**config.mk**
```make
export PLATFORM = sky130hd
export DESIGN_NAME = pfb_snap_capture
export DESIGN_NICKNAME = d
export VERILOG_FILES = /design/src/rtl/pfb_snap_capture_pkg.sv /design/src/rtl/pfb_snap_capture_pulse_edge_detect.sv /design/src/rtl/pfb_snap_capture.sv
export SDC_FILE = /design/constraint.sdc
export NUM_CORES = 1
export LEC_CHECK = 0
export BUFFER_PORTS_ARGS = -buffer_cell sky130_fd_sc_hd__buf_2
export CORE_ASPECT_RATIO = 1.1
export CORE_MARGIN = 2
export CORE_UTILIZATION = 35
export DETAILED_ROUTE_END_ITERATION = 10
export GPL_TIMING_DRIVEN = 0
export PLACE_DENSITY = 0.67
export SYNTH_ARGS = -nofsm -noshare
export SYNTH_HDL_FRONTEND = slang
export SYNTH_SLANG_ARGS = --single-unit
```
**constraint.sdc**
```tcl
create_clock -name clk -period 2.45 [get_ports clk]
set_clock_uncertainty 0.1 [all_clocks]
set_input_delay 0.6125 -clock clk [delete_from_list [all_inputs] [get_ports clk]]
set_output_delay 0.6125 -clock clk [all_outputs]
set_load 0.02 [all_outputs]
```
**src/rtl/pfb_snap_capture_pkg.sv**
```systemverilog
// Shared state encoding and default widths for the PFB snapshot capture path.
// The width defaults match port A of the snapshot BRAM wrapper.
package pfb_snap_capture_pkg;

  localparam int unsigned SNAP_DWIDTH = 64;
  localparam int unsigned SNAP_AWIDTH = 10;

  typedef enum logic [1:0] {
    ST_IDLE    = 2'd0,
    ST_ARMED   = 2'd1,
    ST_CAPTURE = 2'd2,
    ST_DONE    = 2'd3
  } cap_state_e;

endpackage

```
**src/rtl/pfb_snap_capture_pulse_edge_detect.sv**
```systemverilog
// Rising-edge detect for a software-written control level.
// A level already high when reset releases is not reported as an edge.
module pulse_edge_detect (
  input  logic clk,
  input  logic rst_n,
  input  logic sig_i,
  output logic rise_c
);

  logic sig_q;
  logic primed_q;

  // primed_q masks the first cycle after reset, while sig_q still holds its reset value
  always_ff @(posedge clk or negedge rst_n) begin
    if (!rst_n) begin
      sig_q    <= 1'b0;
      primed_q <= 1'b0;
    end else begin
      sig_q    <= sig_i;
      primed_q <= 1'b1;
    end
  end

  assign rise_c = sig_i & ~sig_q & primed_q;

endmodule

```
**src/rtl/pfb_snap_capture.sv**
```systemverilog
// Snapshot capture controller: on arm (optionally gated by PFB sync), writes
// 2^AWIDTH valid samples into snapshot BRAM port A, then flags done.
module pfb_snap_capture
  import pfb_snap_capture_pkg::*;
#(
  parameter int unsigned DWIDTH = SNAP_DWIDTH,
  parameter int unsigned AWIDTH = SNAP_AWIDTH
) (
  input  logic              clk,
  input  logic              rst_n,
  input  logic [DWIDTH-1:0] din,
  input  logic              din_valid,
  input  logic              sync_in,
  input  logic              arm,
  input  logic              use_sync,
  output logic              bram_we,
  output logic              bram_en_a,
  output logic [AWIDTH-1:0] bram_addr,
  output logic [DWIDTH-1:0] bram_wr_data,
  output logic              busy,
  output logic              done,
  output logic [AWIDTH:0]   wr_count
);

  localparam int unsigned CW = AWIDTH + 1;
  localparam logic [CW-1:0] FULL_CNT = CW'(1) << AWIDTH;
  localparam logic [CW-1:0] LAST_IDX = FULL_CNT - CW'(1);

  cap_state_e        state_q, state_d;
  logic              we_q, we_d;
  logic [AWIDTH-1:0] addr_q, addr_d;
  logic [DWIDTH-1:0] data_q, data_d;
  logic              busy_q, busy_d;
  logic              done_q, done_d;
  logic [CW-1:0]     cnt_q, cnt_d;

  logic arm_rise;
  logic trigger;
  logic accept;

  pulse_edge_detect u_arm_edge (
    .clk    (clk),
    .rst_n  (rst_n),
    .sig_i  (arm),
    .rise_c (arm_rise)
  );

  // wr_count doubles as the write pointer: its low bits are the next address
  always_comb begin
    state_d = state_q;
    we_d    = 1'b0;
    addr_d  = addr_q;
    data_d  = data_q;
    cnt_d   = cnt_q;
    accept  = 1'b0;
    trigger = use_sync ? sync_in : 1'b1;

    unique case (state_q)
      ST_IDLE: begin
        if (arm_rise) begin
          state_d = ST_ARMED;
          cnt_d   = '0;
        end
      end
      ST_ARMED: begin
        if (trigger) begin
          state_d = ST_CAPTURE;
          accept  = din_valid;
        end
      end
      ST_CAPTURE: begin
        accept = din_valid;
      end
      ST_DONE: begin
        if (arm_rise) begin
          state_d = ST_ARMED;
          cnt_d   = '0;
        end
      end
      default: state_d = ST_IDLE;
    endcase

    if (accept) begin
      we_d   = 1'b1;
      addr_d = cnt_q[AWIDTH-1:0];
      data_d = din;
      if (cnt_q != FULL_CNT) begin
        cnt_d = cnt_q + CW'(1);
      end
      if (cnt_q == LAST_IDX) begin
        state_d = ST_DONE;
      end
    end

    busy_d = (state_d == ST_ARMED) || (state_d == ST_CAPTURE);
    done_d = (state_d == ST_DONE);
  end

  always_ff @(posedge clk or negedge rst_n) begin
    if (!rst_n) begin
      state_q <= ST_IDLE;
      we_q    <= 1'b0;
      addr_q  <= '0;
      data_q  <= '0;
      busy_q  <= 1'b0;
      done_q  <= 1'b0;
      cnt_q   <= '0;
    end else begin
      state_q <= state_d;
      we_q    <= we_d;
      addr_q  <= addr_d;
      data_q  <= data_d;
      busy_q  <= busy_d;
      done_q  <= done_d;
      cnt_q   <= cnt_d;
    end
  end

  assign bram_we      = we_q;
  assign bram_en_a    = we_q;
  assign bram_addr    = addr_q;
  assign bram_wr_data = data_q;
  assign busy         = busy_q;
  assign done         = done_q;
  assign wr_count     = cnt_q;

endmodule

```
==> metrics.md, run 1 <==
| Metric | Value |
|---|---|
| Async S/R FF share, synth | `100.0%` |
| Vias in the first global route | `2679` |
| Post-CTS setup buffer count | `0` |
| Worst EP arrival | `2.38 ns` |
| Num ports | `159` |
| CTS root buffer | `clkbuf_16` |
| Hold-fix buffers, CTS | `0` |
| Combinational power share | `40.8%` |
| Core area | `10390 sq um` |
| Worst Setup SP | `state_q[0]$_DFF_PN0_` |
| ANT nets after route | `0` |
| Gr ovfl total | `0` |
| Required time worst endpoint | `2.56 ns` |
| Worst path max stage delay | `0.37 ns` |
| Crit Path Max Fanout | `10` |
| Inserted Clock Buffers | `9` |
| # nets final | `502` |
| Post-Syn Area | `3719 sq um` |
| Maximum level of the CTS H-tree | `3` |
| Row cnt | `39` |
| Netlist cell types | `35` |
| Max Fclk | `440.4 MHz` |
| Clk sink count | `about 90` |
| GRT Total Usage | `between 10% and 20%` |
| Sequential power share | `36.3%` |
| Post-synth top cells | `92 x dfrtp_1, 69 x mux2_2, 11 x nand2_1` |
| Maximum VDD drop | `0.5128 mV` |
| Routability cong. | `0.7369` |
| Clock power frac | `a little under a quarter` |
| Final instance area | `between 5000 and 6000 sq um` |
| Final WS setup | `0.1792 ns` |
| DR WL/cell | `13.39 um` |
| Final TNS setup | `0 ns` |
| Reg2Reg Depth | `9` |
| Final setup vio count | `0` |
| Post-CTS Resized | `0` |
| Synth area leaders | `dfrtp_1 62%, mux2_2 21%, ha_1 2.0%` |
| Max_cap viols | `0` |
| Worst-Margin Slew | `approximately 0.58 ns` |
| Dpl ws | `between 0.15 and 0.2 ns` |
| RSZ-0062 raised after global routing | `false` |
| Rel. slew slack | `61.53%` |
| CTS Buffer Depth | `2` |
| Leakage | `between 2 and 3 nW` |
| R2R Path Start | `state_q[0]$_DFF_PN0_` |
| Crit path capture type | `flip-flop` |
| Number of flops mapped to enable cells by yosys | `0` |
| Slowest cell on the critical path | `dfrtp_1` |
| Critical path class | `flip-flop to flip-flop` |
| Post-DP HPWL | `roughly 5.8 mm` |
| CP startpoint kind | `flip-flop` |
| Register area share after synthesis | `61.91%` |
| 1st-pass router iterations | `4` |
| Area Overhead vs Synth | `36.64%` |
| DR vias/cell | `between 4 and 5` |
| Share of cells above drive strength 1 | `60.32%` |
| Clock latency on the worst-skew pair | `0.33 ns` |
| Power Dens Cells | `1331 nW/um^2` |
| Synth warn | `0` |
| DP Area | `4718 sq um` |
| Buffers on Ports | `158` |
| Status | `complete, no violations` |
| Setup slack, reg-to-reg | `0.18 ns` |
| DR vias | `2665` |
| FILL cells | `948` |
| Initial core utilization | `about 36%` |
| 1st-iter DRT viols | `66` |
| Post-synth top area share | `61.91%` |
| Initial antenna violation count | `0` |
| Syn_area_per_cell | `~15 sq um` |
| Dominant cell type by area after synthesis | `dfrtp_1` |
| Largest net degree at the start of global routing | `51` |
| Full die area | `~11000 sq um` |
| Period minus WS final | `between 2 and 2.5 ns` |
| Final period util | `between 90% and 100%` |
| Die H | `112.1 um` |
| Die width | `102.3 um` |
| Psw | `about 2.4 mW` |
| Reg clk slew, reported paths | `0.06 ns` |
| TritonCTS clock tree | `done` |
| Crit-path cells | `inv_1 > ha_1 > buf_2 > inv_2 > nand2_1 > nor2_1 > buf_6 > buf_4 > mux2_2` |
| Top FF cell, synth | `dfrtp_1` |
| Final hold vios | `0` |
| Most common cell in the synthesized netlist | `dfrtp_1` |
| Final Max Slew Viols | `0` |
| First-pass GRT wire length | `~12 mm` |
| Syn_nets | `329` |
| Yosys reg bits | `92` |
| Post-Route WL | `7.685 mm` |
| Sw Share | `36.02%` |
| FF-to-FF End | `bram_wr_data[47]$_DFFE_PN0P_` |
| ANT cells | `0` |
| Gate count of the mapped netlist | `253` |
| Worst Hold Class | `input port to asynchronous set/reset pin` |
| Drc violations | `0` |
| Pint | `4.328 mW` |
[placed cells by master (no fill, tap or decap), types with 3 or more instances in the layout]
cell type  netlist  layout
buf_2            3     160
dfrtp_1         92      92
mux2_2          69      69
nand2_1         11      11
clkbuf_16        0       9
nor2_1           8       8
buf_4            2       6
nor3_1           6       6
mux2i_1          6       6
mux2_1           6       6
ha_1             6       6
buf_6            5       5
inv_1            4       4
nand4_1          3       3
or3_1            3       3
or4_1            3       3
o21ai_0          3       3
bufinv_16        0       3
[critical path, delay by kind of cell (launching register included)]
kind | cells | cell delay (ns)
multiplexers | 1 | 0.35
adder cells (fa/ha/maj) | 1 | 0.28
buffers and inverters | 5 | 0.75
AND/OR/NAND/NOR | 2 | 0.30
flip-flops | 1 | 0.37
[through the flow]
stage | power, mW | hold WS, ns | std cells | utilization (%)
6_report | 6.764 | 0.1709 | 574 | 48.89
4_1_cts | 6.858 | 0.1876 | 571 | 48.67
5_1_grt | 7.204 | 0.2119 | 574 | 48.89
3_5_place_dp | 5.285 | 0.3714 | 555 | 45.40
2_1_floorplan | 4.322 | 0.2169 | 253 | -
3_3_place_gp | 5.197 | 0.3635 | 554 | 45.11
[kinds of logic after synthesis]
kind of cell | Yosys count | share of synthesized area, %
flip-flops | 92 | 61.91
multiplexers | 81 | 24.33
AO/OA/AOI/OAI | 12 | 2.187
buffers and inverters | 16 | 2.927
other | 1 | 0.1008
AND/OR/NAND/NOR | 45 | 6.528
adder cells (fa/ha/maj) | 6 | 2.019
[per-layer routing]
| metal | GRT usage (%) | wire length (um) | vias to the layer above |
|---|---|---|---|
| li1 | - | - | 1258 |
| met4 | 5.867 | 127 | 0 |
| met5 | 0 | 0 | - |
| met2 | 22.63 | 3680 | 100 |
| met3 | 3.674 | 584 | 10 |
| met1 | 17.02 | 3292 | 1297 |
[area by class of cell]
class / instances / area, sq um / area share [%]
Multi-Input combinational cell: 145 / 1308 / 25.73
Clock buffer: 9 / 225.2 / 4.432
Sequential cell: 92 / 2302 / 45.31
Inverter: 5 / 18.77 / 0.3694
Buffer: 11 / 90.09 / 1.773
Clock inverter: 7 / 115.1 / 2.265
Tap cell: 143 / 178.9 / 3.521
Timing Repair Buffer: 162 / 843.3 / 16.60
[sequential cells by signal, summed over array words and instances, names as in the netlist]
signal / flops
bram_addr: 10
bram_wr_data: 64
u_arm_edge.sig_q: 1
bram_en_a: 1
busy: 1
done: 1
wr_count: 11
u_arm_edge.primed_q: 1
state_q: 2
[worst max-delay path by stage]
stage / end / cells past startpoint / slack, ns
6_report: bram_wr_data[47]$_DFFE_PN0P_ / 9 / 0.18
2_1_floorplan: bram_wr_data[41]$_DFFE_PN0P_ / 9 / 0.43
4_1_cts: bram_wr_data[47]$_DFFE_PN0P_ / 9 / 0.17
3_3_place_gp: bram_wr_data[22]$_DFFE_PN0P_ / 1 / -0.19
5_1_grt: bram_wr_data[47]$_DFFE_PN0P_ / 9 / 0.008
3_5_place_dp: bram_wr_data[47]$_DFFE_PN0P_ / 9 / 0.17
[power groups by stage]
stage | registers [mW] | logic [mW] | clock network, mW
after floorplan | 3.22 | 1.10 | 0
after global placement | 2.46 | 2.74 | 0
after detailed placement | 2.50 | 2.79 | 0
after CTS | 2.47 | 2.79 | 1.60
after global routing | 2.55 | 3.00 | 1.66
final | 2.45 | 2.76 | 1.55
(Power assumes the default switching activity.)
==> inputs of run 2 (changes only) <==
Settings changed: GPL_TIMING_DRIVEN 0 to 1, PLACE_DENSITY 0.67 to 0.7.
==> run 2 against run 1 <==
  * Worst hold slack got worse by 0.026 ns
  * Clock-buffer cell count increased by 2
  * Flip-flop and latch count unchanged
  * Critical path depth fell by 2
  * Worst setup slack improved by 0.13 ns
  * Utilization fell by 0.66 points
  * Highest routed layer unchanged
  * Global-route usage fell by 0.073 points
  * Critical path type unchanged
  * First-iteration DRC count rose by 41%
  * Cell area fell by 1.4%
  * Largest cell class unchanged
  * Combinational power about the same
  * Non-clock buffer count decreased by 8
  * Critical endpoint is now bram_wr_data[11]$_DFFE_PN0P_
==> metrics.md, run 2 (synthesis gave the netlist of run 1 again) <==
| Metric | Value |
|---|---|
| Reg2Reg Depth | `7` |
| Drc violations | `0` |
| Post-CTS setup buffer count | `0` |
| Largest net degree at the start of global routing | `54` |
| Post-CTS Resized | `0` |
| Combinational power share | `40.9%` |
| Worst path max stage delay | `between 0.3 and 0.4 ns` |
| Initial antenna violation count | `0` |
| ANT cells | `0` |
| Crit-path cells | `inv_1 > ha_1 > inv_2 > nand2_1 > nor2_4 > buf_4 > mux2_2` |
| Final setup vio count | `0` |
| Psw | `around 2.4 mW` |
| Max_cap viols | `0` |
| Inserted Clock Buffers | `9` |
| First-pass GRT wire length | `12.51 mm` |
| Routability cong. | `0.7648` |
| Power Dens Cells | `between 1000 and 1500 nW/um^2` |
| Required time worst endpoint | `roughly 2.6 ns` |
| Vias in the first global route | `2617` |
| Area Overhead vs Synth | `34.79%` |
| Worst Hold Class | `input port to asynchronous set/reset pin` |
| CP startpoint kind | `flip-flop` |
| Final WS setup | `0.3054 ns` |
| Maximum VDD drop | `0.5583 mV` |
| Share of cells above drive strength 1 | `59.81%` |
| Clk sink count | `92` |
| DR vias | `2648` |
| Pint | `4.244 mW` |
| Rel. slew slack | `roughly two thirds` |
| 1st-pass router iterations | `4` |
| Gr ovfl total | `0` |
| Most common cell after layout, fill and taps aside | `buf_2` |
| Die width | `~100 um` |
| Setup slack, reg-to-reg | `0.31 ns` |
| Num ports | `159` |
| Leakage | `2.470 nW` |
| Critical path class | `flip-flop to flip-flop` |
| Hold-fix buffers, CTS | `0` |
| Row cnt | `39` |
| DR vias/cell | `about 4.7` |
| Die H | `about 110 um` |
| Final Util | `48.22%` |
| FF-to-FF End | `bram_wr_data[11]$_DFFE_PN0P_` |
| Period minus WS final | `2.145 ns` |
| Most frequent cells in the layout | `157 x buf_2, 92 x dfrtp_1, 69 x mux2_2` |
| Slowest cell on the critical path | `dfrtp_1` |
| Dpl ws | `approximately 0.30 ns` |
| 1st-iter DRT viols | `93` |
| Maximum level of the CTS H-tree | `3` |
| Crit Path Max Fanout | `23` |
| Clock power frac | `around 22%` |
| Core area | `10390 sq um` |
| Status | `complete, no violations` |
| # nets final | `494` |
| DR WL/cell | `~14 um` |
| Max reg flops | `64` |
| Max Fclk | `roughly 470 MHz` |
| Reg clk slew, reported paths | `0.07 ns` |
| Worst EP arrival | `around 2.3 ns` |
| Inst Count DP | `550` |
| Buffers on Ports | `158` |
| Full die area | `11470 sq um` |
| Final hold vios | `0` |
| Worst-Margin Slew | `0.5152 ns` |
| Final Max Slew Viols | `0` |
| Sequential power share | `36.8%` |
| CTS Buffer Depth | `2` |
| Post-Route WL | `7.796 mm` |
| Sw Share | `between 30% and 40%` |
| CTS root buffer | `clkbuf_16` |
| Final period util | `87.53%` |
| GRT Total Usage | `13.71%` |
| Finished Layout Cells | `566` |
| R2R Path Start | `state_q[0]$_DFF_PN0_` |
| TritonCTS clock tree | `done` |
| Crit path capture type | `flip-flop` |
| ANT nets after route | `0` |
| Initial core utilization | `between 30% and 40%` |
| Post-DP HPWL | `around 5.7 mm` |
| Clock latency on the worst-skew pair | `0.33 ns` |
| Final TNS setup | `0 ns` |
| RSZ-0062 raised after global routing | `false` |
==> run 2: cell types whose count changed in the layout (fill, tap and decap cells not counted), moves of 2 or more <==
cell      delta
buf_2        -3
buf_12       +2
clkinv_2     -2
buf_6        -5
==> run 2: per-layer routing <==
| layer | up-vias | track usage [%] | share of wire [%] |
|---|---|---|---|
| met5 | - | 0 | 0 |
| met4 | 0 | 4.267 | 1.1 |
| met3 | 7 | 4.296 | 7.7 |
| met2 | 99 | 23.16 | 48 |
| met1 | 1310 | 16.61 | 43 |
| li1 | 1232 | - | - |
==> run 2: cell type report <==
type	count	area [sq um]
Sequential cell	92	2302
Tap cell	143	178.9
Timing Repair Buffer	165	870.8
Fill cell	944	5381
Multi-Input combinational cell	145	1315
Inverter	5	18.77
Clock buffer	11	242.7
Clock inverter	5	83.83
==> run 2: power by group through the flow <==
stage | clock network [mW] | logic (mW) | registers, mW
global route | 1.61 | 2.96 | 2.55
finish | 1.49 | 2.73 | 2.46
CTS | 1.54 | 2.77 | 2.47
global placement | 0 | 2.70 | 2.46
floorplan | 0 | 1.10 | 3.22
detailed placement | 0 | 2.76 | 2.49
==> run 2: per-stage QoR <==
| stage | hold WS, ns | total power, mW | cell area [sq um] |
|---|---|---|---|
| after floorplan | 0.2169 | 4.322 | 3719 |
| after global placement | 0.3636 | 5.162 | 4686 |
| after detailed placement | 0.3695 | 5.257 | 4686 |
| after CTS | 0.1683 | 6.772 | 5012 |
| after global routing | 0.1893 | 7.115 | 5012 |
| final | 0.1454 | 6.685 | 5012 |
==> run 2: how the worst max path moves through the flow <==
stage / start / to / slack, ns / cells after the start
2_1_floorplan: state_q[0]$_DFF_PN0_ / bram_wr_data[41]$_DFFE_PN0P_ / 0.43 / 9
3_5_place_dp: state_q[0]$_DFF_PN0_ / bram_wr_data[55]$_DFFE_PN0P_ / 0.30 / 7
6_report: state_q[0]$_DFF_PN0_ / bram_wr_data[11]$_DFFE_PN0P_ / 0.31 / 7
3_3_place_gp: sync_in / busy$_DFF_PN0_ / 0.34 / 6
5_1_grt: state_q[0]$_DFF_PN0_ / bram_wr_data[14]$_DFFE_PN0P_ / 0.15 / 7
4_1_cts: state_q[0]$_DFF_PN0_ / bram_wr_data[55]$_DFFE_PN0P_ / 0.30 / 7
==> run 2: critical path: cells and delay by family (launching register included) <==
family,cells,cell delay [ns]
DFF,1,0.38
and+or+nand+nor,2,0.29
adders and majority gates,1,0.38
buffers and inverters,3,0.49
muxes,1,0.38
==> inputs of run 3 (changes only) <==
Settings changed: GPL_TIMING_DRIVEN 1 to 0.
==> run 3 against run 2 <==
  * Die area unchanged
  * Clock-buffer cell count increased by 1
  * Clock power decreased by 9%
  * Utilization about the same
  * Cell area about the same
  * Via count decreased by 1.1%
  * Critical path depth increased by 2
  * Register-to-register slack got worse by 0.12 ns
  * Global-route usage increased by 0.12 points
  * Non-clock buffer count increased by 5
  * Combinational power about the same
  * Critical path type unchanged
  * Largest power group unchanged
  * Highest routed layer unchanged
==> metrics.md, run 3 (synthesis gave the netlist of run 1 again) <==
| Metric | Value |
|---|---|
| Leakage | `about 2.5 nW` |
| Num ports | `159` |
| Sw Share | `between 30% and 40%` |
| FILL cells | `936` |
| Buffers on Ports | `about 160` |
| Met1 usage | `about 17%` |
| Status | `complete, no violations` |
| Worst Hold Class | `input port to asynchronous set/reset pin` |
| Reg clk slew, reported paths | `0.06 ns` |
| CP startpoint kind | `flip-flop` |
| Area Overhead vs Synth | `34.83%` |
| Full die area | `~11000 sq um` |
| Final Util | `48.24%` |
| Most common cell after layout, fill and taps aside | `buf_2` |
| GRT Total Usage | `around 14%` |
| Largest net degree at the start of global routing | `55` |
| ANT cells | `0` |
| Rel. slew slack | `64.93%` |
| First-pass GRT wire length | `12.50 mm` |
| Die width | `102.3 um` |
| Final WS setup | `0.1837 ns` |
| DR vias/cell | `4.585` |
| Maximum level of the CTS H-tree | `3` |
| Clock power frac | `20.8%` |
| Final TNS setup | `0 ns` |
| Clock latency on the worst-skew pair | `0.33 ns` |
| Post-CTS Resized | `0` |
| TritonCTS clock tree | `done` |
| Inserted Clock Buffers | `9` |
| Maximum VDD drop | `0.5442 mV` |
| Post-Route WL | `7.747 mm` |
| Psw | `2.419 mW` |
| Post-DP HPWL | `between 5 and 6 mm` |
| Gr ovfl total | `0` |
| Vias in the first global route | `between 2000 and 3000` |
| Inst Count DP | `555` |
| Drc violations | `0` |
| Grt peak-use layer | `met2` |
| Met3 Resource Use GR | `3.923%` |
| RSZ-0062 raised after global routing | `false` |
| Worst EP arrival | `2.38 ns` |
| Clk sink count | `92` |
| Period minus WS final | `approximately 2.3 ns` |
| Overall Power | `6.565 mW` |
| 1st-iter DRT viols | `37` |
| M2 GR Usage | `23.46%` |
| Worst-Margin Slew | `0.5260 ns` |
| DP Area | `4718 sq um` |
| DR WL/cell | `about 14 um` |
| Crit Path Max Fanout | `10` |
| Final period util | `92.50%` |
| Post-CTS setup buffer count | `0` |
| Power Dens Cells | `1309 nW/um^2` |
| Share of cells above drive strength 1 | `approximately 60%` |
| Critical path class | `flip-flop to flip-flop` |
| Final instance area | `5014 sq um` |
| Max reg flops | `64` |
| Max_cap viols | `0` |
| Final hold vios | `0` |
| Dpl ws | `approximately 0.19 ns` |
| Hold-fix buffers, CTS | `0` |
| DR vias | `between 2000 and 3000` |
| Final setup vio count | `0` |
| Required time worst endpoint | `about 2.6 ns` |
| Initial antenna violation count | `0` |
| Initial core utilization | `35.78%` |
| Pint | `~4.1 mW` |
| # nets final | `499` |
| Fin Hold WS | `0.1613 ns` |
| ANT nets after route | `0` |
| CTS root buffer | `clkbuf_16` |
| Core area | `10390 sq um` |
| Routability cong. | `0.7573` |
| Most frequent cells in the layout | `160 x buf_2, 92 x dfrtp_1, 69 x mux2_2` |
| Sequential power share | `37.4%` |
| Combinational power share | `between 40% and 50%` |
| CTS Buffer Depth | `2` |
| Final Max Slew Viols | `0` |
| Row cnt | `39` |
| Finished Layout Cells | `571` |
| Crit path capture type | `flip-flop` |
| 1st-pass router iterations | `4` |
| Max Fclk | `441.3 MHz` |
| Die H | `approximately 110 um` |
| Reg2Reg Depth | `9` |
[run 3: cell count changes in the layout (fill, tap and decap cells not counted), sizes merged]
cell	change
clkbuf	+2
clkinv	+3
inv	-1
bufinv	-1
buf	+4
clkinvlp	-2
[run 3: layout make-up]
type	count	area [sq um]	share of cell area [%]
clock buffer	12	246.5	4.916
tap	143	178.9	3.569
clock inverter	4	48.80	0.9733
inverter	5	18.77	0.3743
buffer	11	90.09	1.797
multi-input combinational	145	1308	26.08
timing repair buffer	159	820.8	16.37
sequential	92	2302	45.92
[run 3: worst paths after layout]
kind	end	from	slack [ns]
setup / recovery	bram_wr_data[43]$_DFFE_PN0P_	state_q[0]$_DFF_PN0_	0.18
hold / removal	bram_wr_data[37]$_DFFE_PN0P_	rst_n	0.16
setup reg to reg	bram_wr_data[43]$_DFFE_PN0P_	state_q[0]$_DFF_PN0_	0.18
hold reg to reg	bram_wr_data[37]$_DFFE_PN0P_	bram_wr_data[37]$_DFFE_PN0P_	0.38
max in group asynchronous	bram_wr_data[14]$_DFFE_PN0P_	rst_n	1.46
min in group clk	u_arm_edge.sig_q$_DFF_PN0_	arm	0.31
[run 3: critical path: stages, from the launching register on]
cell     delay, ns
dfrtp_1       0.39
inv_1         0.08
ha_1          0.28
buf_2         0.17
inv_2         0.08
nand2_1       0.11
nor2_1        0.19
buf_6         0.20
buf_4         0.20
mux2_2        0.35
[run 3: power by group through the flow]
stage / combinational (mW) / sequential, mW / clock, mW
floorplan: 1.10 / 3.22 / 0
global placement: 2.74 / 2.45 / 0
detailed placement: 2.79 / 2.49 / 0
CTS: 2.79 / 2.46 / 1.41
global route: 2.99 / 2.54 / 1.47
finish: 2.75 / 2.45 / 1.36
[run 3: per-layer routing]
layer	share of wire, %	routed length [um]
met5	0	0
met1	42	3277
met2	49	3783
met4	1.2	95
met3	7.6	590
